<file path="config.mk">
export PLATFORM = sky130hd
export DESIGN_NAME = reaction_timer_ctrl_flat
export DESIGN_NICKNAME = d
export VERILOG_FILES = /design/src/rtl/reaction_timer_ctrl_pkg.sv /design/src/rtl/reaction_timer_ctrl_if.sv /design/src/rtl/reaction_timer_ctrl_tick_gen.sv /design/src/rtl/reaction_timer_ctrl.sv /design/src/flat_wrapper.sv
export SDC_FILE = /design/constraint.sdc
export NUM_CORES = 1
export LEC_CHECK = 0
export BUFFER_PORTS_ARGS = -buffer_cell sky130_fd_sc_hd__buf_4
export CELL_PAD_IN_SITES_DETAIL_PLACEMENT = 2
export CELL_PAD_IN_SITES_GLOBAL_PLACEMENT = 2
export CORE_MARGIN = 2
export CORE_UTILIZATION = 37
export CTS_BUF_LIST = sky130_fd_sc_hd__clkbuf_8 sky130_fd_sc_hd__clkbuf_16
export DETAILED_ROUTE_END_ITERATION = 7
export PLACE_DENSITY_LB_ADDON = 0.1
export SYNTH_ARGS = -nofsm -noshare
export SYNTH_HDL_FRONTEND = slang
export SYNTH_SLANG_ARGS = --single-unit
</file>
<file path="constraint.sdc">
create_clock -name clk -period 2.9 [get_ports clk]
set_clock_uncertainty 0.1 [all_clocks]
set_input_delay 0.29 -clock clk [delete_from_list [all_inputs] [get_ports clk]]
set_output_delay 0.29 -clock clk [all_outputs]
set_load 0.05 [all_outputs]
</file>
<file path="src/rtl/reaction_timer_ctrl_pkg.sv">
// Shared definitions for the reaction-timer controller: state encoding,
// LFSR constants and default timebase rates.
package reaction_pkg;

  typedef enum logic [2:0] {
    ST_IDLE  = 3'd0,
    ST_WAIT  = 3'd1,
    ST_GO    = 3'd2,
    ST_DONE  = 3'd3,
    ST_FAULT = 3'd4
  } state_t;

  localparam logic [15:0] LFSR_SEED = 16'hACE1;
  // Right-shifting Fibonacci form: taps 16,14,13,11 land on bits 0,2,3,5.
  localparam logic [15:0] LFSR_TAPS = 16'h002D;

  localparam int DEFAULT_CLK_HZ  = 50_000_000;
  localparam int DEFAULT_TICK_HZ = 100;

  function automatic logic [15:0] lfsr_next(input logic [15:0] v);
    return {^(v & LFSR_TAPS), v[15:1]};
  endfunction

endpackage

</file>
<file path="src/rtl/reaction_timer_ctrl_if.sv">
// Player-button inputs and display-side outputs of the reaction-timer controller.
interface reaction_timer_ctrl_if;
  logic        start;
  logic        stop;
  logic        led;
  logic        busy;
  logic [13:0] result;
  logic        result_valid;
  logic        early;
  logic        timeout;

  modport master (
    output start, stop,
    input  led, busy, result, result_valid, early, timeout
  );

  modport slave (
    input  start, stop,
    output led, busy, result, result_valid, early, timeout
  );
endinterface

</file>
<file path="src/rtl/reaction_timer_ctrl_tick_gen.sv">
// Timebase: one-cycle tick enable every CLK_HZ/TICK_HZ clocks, restartable so
// a measurement window always begins on a full tick period.
module tick_gen
  import reaction_pkg::*;
#(
  parameter int CLK_HZ  = DEFAULT_CLK_HZ,
  parameter int TICK_HZ = DEFAULT_TICK_HZ
) (
  input  logic clk,
  input  logic reset,
  input  logic restart,
  output logic tick
);

  localparam int DIV = CLK_HZ / TICK_HZ;
  localparam int CW  = (DIV > 1) ? $clog2(DIV) : 1;
  localparam logic [CW-1:0] LAST = CW'(DIV - 1);

  if (DIV < 1) begin : g_bad_div
    $error("tick_gen: CLK_HZ must be at least TICK_HZ");
  end

  logic [CW-1:0] r_cnt;

  always_ff @(posedge clk) begin
    if (reset || restart) begin
      r_cnt <= '0;
    end else if (r_cnt == LAST) begin
      r_cnt <= '0;
    end else begin
      r_cnt <= r_cnt + CW'(1);
    end
  end

  assign tick = (r_cnt == LAST);

endmodule

</file>
<file path="src/rtl/reaction_timer_ctrl.sv">
// Reaction-timer sequencer: random hold-off, GO lamp, centisecond count until
// stop, with false-start and timeout reporting. All outputs are registered.
module reaction_timer_ctrl
  import reaction_pkg::*;
#(
  parameter int CLK_HZ    = DEFAULT_CLK_HZ,
  parameter int TICK_HZ   = DEFAULT_TICK_HZ,
  parameter int MIN_DELAY = 200,
  parameter int MAX_COUNT = 9999
) (
  input logic                 clk,
  input logic                 reset,
  reaction_timer_ctrl_if.slave bus
);

  if (MAX_COUNT < 1 || MAX_COUNT > 16383) begin : g_bad_max
    $error("reaction_timer_ctrl: MAX_COUNT must fit in 14 bits");
  end
  if (MIN_DELAY < 1 || MIN_DELAY + 255 >= 1024) begin : g_bad_delay
    $error("reaction_timer_ctrl: MIN_DELAY+255 must fit in 10 bits");
  end

  localparam logic [13:0] MAXC  = 14'(MAX_COUNT);
  localparam logic [9:0]  MIN_D = 10'(MIN_DELAY);

  state_t      r_state;
  logic [15:0] r_lfsr;
  logic [9:0]  r_delay;
  logic [13:0] r_count;
  logic [13:0] r_result;
  logic        r_led;
  logic        r_busy;
  logic        r_valid;
  logic        r_early;
  logic        r_timeout;

  logic w_tick;
  logic w_accept;
  logic w_go;

  assign w_accept = bus.start &&
                    (r_state == ST_IDLE || r_state == ST_DONE || r_state == ST_FAULT);
  // A stop on the final hold-off tick is a false start, so it blocks the GO transition.
  assign w_go     = (r_state == ST_WAIT) && w_tick && (r_delay == 10'd1) && !bus.stop;

  tick_gen #(
    .CLK_HZ (CLK_HZ),
    .TICK_HZ(TICK_HZ)
  ) u_tick_gen (
    .clk    (clk),
    .reset  (reset),
    .restart(w_accept || w_go),
    .tick   (w_tick)
  );

  always_ff @(posedge clk) begin
    if (reset) begin
      r_lfsr <= LFSR_SEED;
    end else begin
      r_lfsr <= lfsr_next(r_lfsr);
    end
  end

  always_ff @(posedge clk) begin
    if (reset) begin
      r_state   <= ST_IDLE;
      r_delay   <= '0;
      r_count   <= '0;
      r_result  <= '0;
      r_led     <= 1'b0;
      r_busy    <= 1'b0;
      r_valid   <= 1'b0;
      r_early   <= 1'b0;
      r_timeout <= 1'b0;
    end else begin
      case (r_state)
        ST_IDLE, ST_DONE, ST_FAULT: begin
          if (bus.start) begin
            r_state   <= ST_WAIT;
            r_busy    <= 1'b1;
            r_delay   <= MIN_D + {2'b00, r_lfsr[7:0]};
            r_valid   <= 1'b0;
            r_early   <= 1'b0;
            r_timeout <= 1'b0;
          end
        end
        ST_WAIT: begin
          if (bus.stop) begin
            r_state <= ST_FAULT;
            r_early <= 1'b1;
            r_busy  <= 1'b0;
          end else if (w_tick) begin
            if (r_delay == 10'd1) begin
              r_state <= ST_GO;
              r_led   <= 1'b1;
              r_count <= '0;
            end else begin
              r_delay <= r_delay - 10'd1;
            end
          end
        end
        ST_GO: begin
          if (bus.stop) begin
            r_state  <= ST_DONE;
            r_result <= r_count;
            r_valid  <= 1'b1;
            r_led    <= 1'b0;
            r_busy   <= 1'b0;
          end else if (w_tick) begin
            if (r_count == MAXC - 14'd1) begin
              r_state   <= ST_DONE;
              r_count   <= MAXC;
              r_result  <= MAXC;
              r_timeout <= 1'b1;
              r_valid   <= 1'b1;
              r_led     <= 1'b0;
              r_busy    <= 1'b0;
            end else begin
              r_count <= r_count + 14'd1;
            end
          end
        end
        default: begin
          r_state <= ST_IDLE;
          r_led   <= 1'b0;
          r_busy  <= 1'b0;
        end
      endcase
    end
  end

  assign bus.led          = r_led;
  assign bus.busy         = r_busy;
  assign bus.result       = r_result;
  assign bus.result_valid = r_valid;
  assign bus.early        = r_early;
  assign bus.timeout      = r_timeout;

endmodule

</file>
<file path="src/flat_wrapper.sv">
// flat-port wrapper written by rule: the top's interface ports become plain ports
module reaction_timer_ctrl_flat import reaction_pkg::*;
#(
  parameter int CLK_HZ    = DEFAULT_CLK_HZ,
  parameter int TICK_HZ   = DEFAULT_TICK_HZ,
  parameter int MIN_DELAY = 200,
  parameter int MAX_COUNT = 9999
)
  (clk, reset, bus_start, bus_stop, bus_led, bus_busy, bus_result, bus_result_valid, bus_early, bus_timeout);
  reaction_timer_ctrl_if bus_i ();
  input logic clk;
  input logic reset;
  input wire logic [$bits(bus_i.start)-1:0] bus_start;
  input wire logic [$bits(bus_i.stop)-1:0] bus_stop;
  output wire logic [$bits(bus_i.led)-1:0] bus_led;
  output wire logic [$bits(bus_i.busy)-1:0] bus_busy;
  output wire logic [$bits(bus_i.result)-1:0] bus_result;
  output wire logic [$bits(bus_i.result_valid)-1:0] bus_result_valid;
  output wire logic [$bits(bus_i.early)-1:0] bus_early;
  output wire logic [$bits(bus_i.timeout)-1:0] bus_timeout;
  assign bus_i.start = bus_start;
  assign bus_i.stop = bus_stop;
  assign bus_led = bus_i.led;
  assign bus_busy = bus_i.busy;
  assign bus_result = bus_i.result;
  assign bus_result_valid = bus_i.result_valid;
  assign bus_early = bus_i.early;
  assign bus_timeout = bus_i.timeout;
  reaction_timer_ctrl #(.CLK_HZ(CLK_HZ), .TICK_HZ(TICK_HZ), .MIN_DELAY(MIN_DELAY), .MAX_COUNT(MAX_COUNT)) u_core (.clk(clk), .reset(reset), .bus(bus_i));
endmodule
</file>
==> metrics.yaml <==
power:
  p_leak_nw: 1.606
  sw_frac_of_total: 0.2908
  p_seq_frac: 0.494
  comb_power_share: 0.161
  p_int_mw: 1.747
  clkPwrFrac: 0.345
  p_per_area_nw_per_um2: 563.9
  ir_drop_uv: 282.0
  switching_power_mw: 0.7165
detailed_routing:
  routed_wl_um: 11200
  drt-initial-drc-count: 73
  drt_pass1_iterations: 4
  drcViolationCount: 0
  post_drt_via_cell_ratio: 5.548
  final_antenna_net_count: 0
  num_vias: 3423
  wl_per_cell_um: 18.14
die:
  core_um2: 10230
  initial_core_util: 0.3767
  die_x_um: 106.1
  dieHeight_um: 106.1
  placement_rows: 37
  num_io_pins: 23
  die_area_um2: 11250
sta:
  slew_viol_final: 0
  tns_ns: 0
  max_freq_mhz: 390.5
  rsz0062_at_grt: "false"
  setup_viol: 0
  fin_crit_ns: 2.561
  hold_viol: 0
  holdWs_ns: 0.2168
  tightest_slew_ns: 0.7417
  max_slew_margin: 0.5017
  fin_crit_sh: 0.8830
worst_setup_path:
  worstSetupPathType: "reg2reg"
  worstSetupStartpointType: "flip-flop"
  critPathRequiredTime_ns: 3.08
  cp_slowest_cell: "dfxtp_1"
  critPathCaptureType: "flip-flop"
  crit_family: "simple AND/OR/NAND/NOR gates"
  crit_arrival_ns: 2.74
  cp_max_fo: 9
  critPathBufInv: 1
  slowest_delay_ns: 0.45
  crit_path_cell_trace: "ha_1, nor4b_2, and4_1, a31oi_1, buf_4, nand2b_1, a211oi_1"
global_routing:
  grt_overflow_total: 0
  grt_pass1_vias: 3741
  antenna_found_initial: 0
  grtUsageTotal: 0.2137
  grt_pass1_wl_um: 18970
  grt_max_degree: 39
synth:
  yosys.area.top_type_share: 0.4208
  synthCells: 459
  synthArstFlopShare: 0
  ys_seq_elements: 81
  avgSynthCellArea_um2: 8.396
  synth_most_common_cell: "dfxtp_1"
  synth-edff-count: 0
  yosys-top-cells-count: "dfxtp_1 (81), nor2_1 (50), a21oi_1 (44)"
  synth_cell_type_count: 60
  syn_nets: 469
  yosys_warnings: 0
  syn_area_um2: 3854
  synth_area_leader_cell: "dfxtp_1"
  synth_area_leaders: "dfxtp_1 (42%), a21oi_1 (5.7%), nor2_1 (4.9%), xor2_1 (3.6%), nand2_1 (2.8%)"
  synth_seq_area_share: 0.4208
  ys.flop_type: "dfxtp_1"
clocking:
  root_buffer: "clkbuf_8"
  numCtsBuffers: 9
  htreeDepth: 3
  cts.path.max_buffers: 2
  clk_pin_slew_ns: 0.09
  cts_setup_buffers: 0
  cts_tree: "done"
  cts.sinks: 81
  clk_latency_ns: 0.37
  postCtsResizedCells: 0
  hold_buffers: 0
job:
  max-cap-violations: 0
place:
  place_area_um2: 4174
  gp_congestion: 0.7935
  io_buffers: 22
  placed_cells: 602
  dp_hpwl_um: 7838
layout:
  n_antenna_cell: 0
  nets: 487
  area_growth_pct: 13.38
  layout-drive-gt1-share: 0.1435
  post-route-util: 0.4271
  finalNonFillerCells: 617
  final_cell_area_um2: 4369
hold_path:
  hold_path_class: "in2reg"
outcome:
  status: "complete, no violations"
==> cells by family (layout without fill, tap and decap cells) <==
group / Yosys count / count (layout) / share of synthesized area
fa+ha+maj: 6 / 6 / 0.01948
buf+inv: 48 / 70 / 0.05000
compound gates: 111 / 111 / 0.1864
flops: 81 / 81 / 0.4208
xor+xnor: 23 / 23 / 0.05227
simple gates: 190 / 190 / 0.2711
==> final timing paths <==
kind,startpoint,end,slack (ns),depth (start not counted)
worst max-delay path,u_core.r_count[1]$_SDFFE_PP0P_,u_core.bus.result[0]$_SDFFE_PP0P_,0.34,7
worst min-delay path,bus_stop,u_core.bus.result[12]$_SDFFE_PP0P_,0.22,3
worst max register to register,u_core.r_count[1]$_SDFFE_PP0P_,u_core.bus.result[0]$_SDFFE_PP0P_,0.34,7
worst min register to register,u_core.r_lfsr[11]$_SDFF_PP1_,u_core.r_lfsr[10]$_SDFF_PP1_,0.32,1
==> stage by stage <==
step                      total power, mW  worst slack, ns
after floorplan                     1.506           0.7857
after global placement              1.629           0.4191
after detailed placement            1.644           0.3445
after CTS                           2.506           0.3186
after global routing                2.586           0.1197
final                               2.464           0.3393
==> routing by layer <==
metal	vias up	wire length [um]	GRT usage
met4	0	192	0.1015
met3	14	184	0.02943
li1	1676	-	-
met2	31	5752	0.3779
met5	-	0	0
met1	1702	5066	0.2550
==> cell usage in the layout (no fill, tap or decap), drive strengths merged, types with 3 or more instances in the layout <==
| cell | count |
|---|---|
| clkbuf | 11 |
| a211oi | 10 |
| and3 | 5 |
| nor2b | 8 |
| o221a | 3 |
| or3b | 3 |
| nand2 | 29 |
| o21ai | 20 |
| or4 | 3 |
| ha | 6 |
| a31oi | 3 |
| nand3 | 19 |
| nor4b | 4 |
| nor3b | 3 |
| nor2 | 50 |
| buf | 35 |
| nand4 | 9 |
| or3 | 4 |
| nand2b | 7 |
| or2 | 9 |
| o32ai | 4 |
| xor2 | 16 |
| inv | 21 |
| xnor2 | 7 |
| o211ai | 6 |
| a41oi | 3 |
| a21oi | 44 |
| dfxtp | 81 |
| a22oi | 3 |
| and2 | 4 |
| nor3 | 12 |
| nor4 | 8 |
| and4 | 5 |
==> area by class of cell <==
type	count	area (um^2)
clock buffers	11	151.4
clock inverters	4	43.79
fillers	1184	5862
inverters	20	75.07
multi-input cells	330	2044
flip-flops and latches	81	1622
well taps	136	170.2
repair buffers	35	262.8
==> sequential cells by signal, summed over array words and instances (netlist names) <==
| name | flops |
|---|---|
| u_core.u_tick_gen.r_cnt | 19 |
| u_core.r_lfsr | 16 |
| u_core.bus.result_valid | 1 |
| u_core.r_delay | 10 |
| u_core.r_state | 3 |
| u_core.r_count | 14 |
| u_core.bus.early | 1 |
| u_core.bus.led | 1 |
| u_core.bus.result | 14 |
| u_core.bus.timeout | 1 |
| u_core.bus.busy | 1 |
==> power groups by stage <==
| stage | combinational, mW | sequential (mW) | clock (mW) |
|---|---|---|---|
| floorplan | 0.255 | 1.25 | 0 |
| global placement | 0.388 | 1.24 | 0 |
| detailed placement | 0.399 | 1.24 | 0 |
| CTS | 0.402 | 1.22 | 0.886 |
| global route | 0.442 | 1.23 | 0.918 |
| finish | 0.396 | 1.22 | 0.850 |
==> tightest hold or removal path, delay by kind of cell <==
| kind | cells | cell delay [ns] |
|---|---|---|
| buffers and inverters | 1 | 0.18 |
| AO/OA/AOI/OAI | 1 | 0.06 |
| AND/OR/NAND/NOR | 1 | 0.10 |
Power figures use the tool's default switching activity.
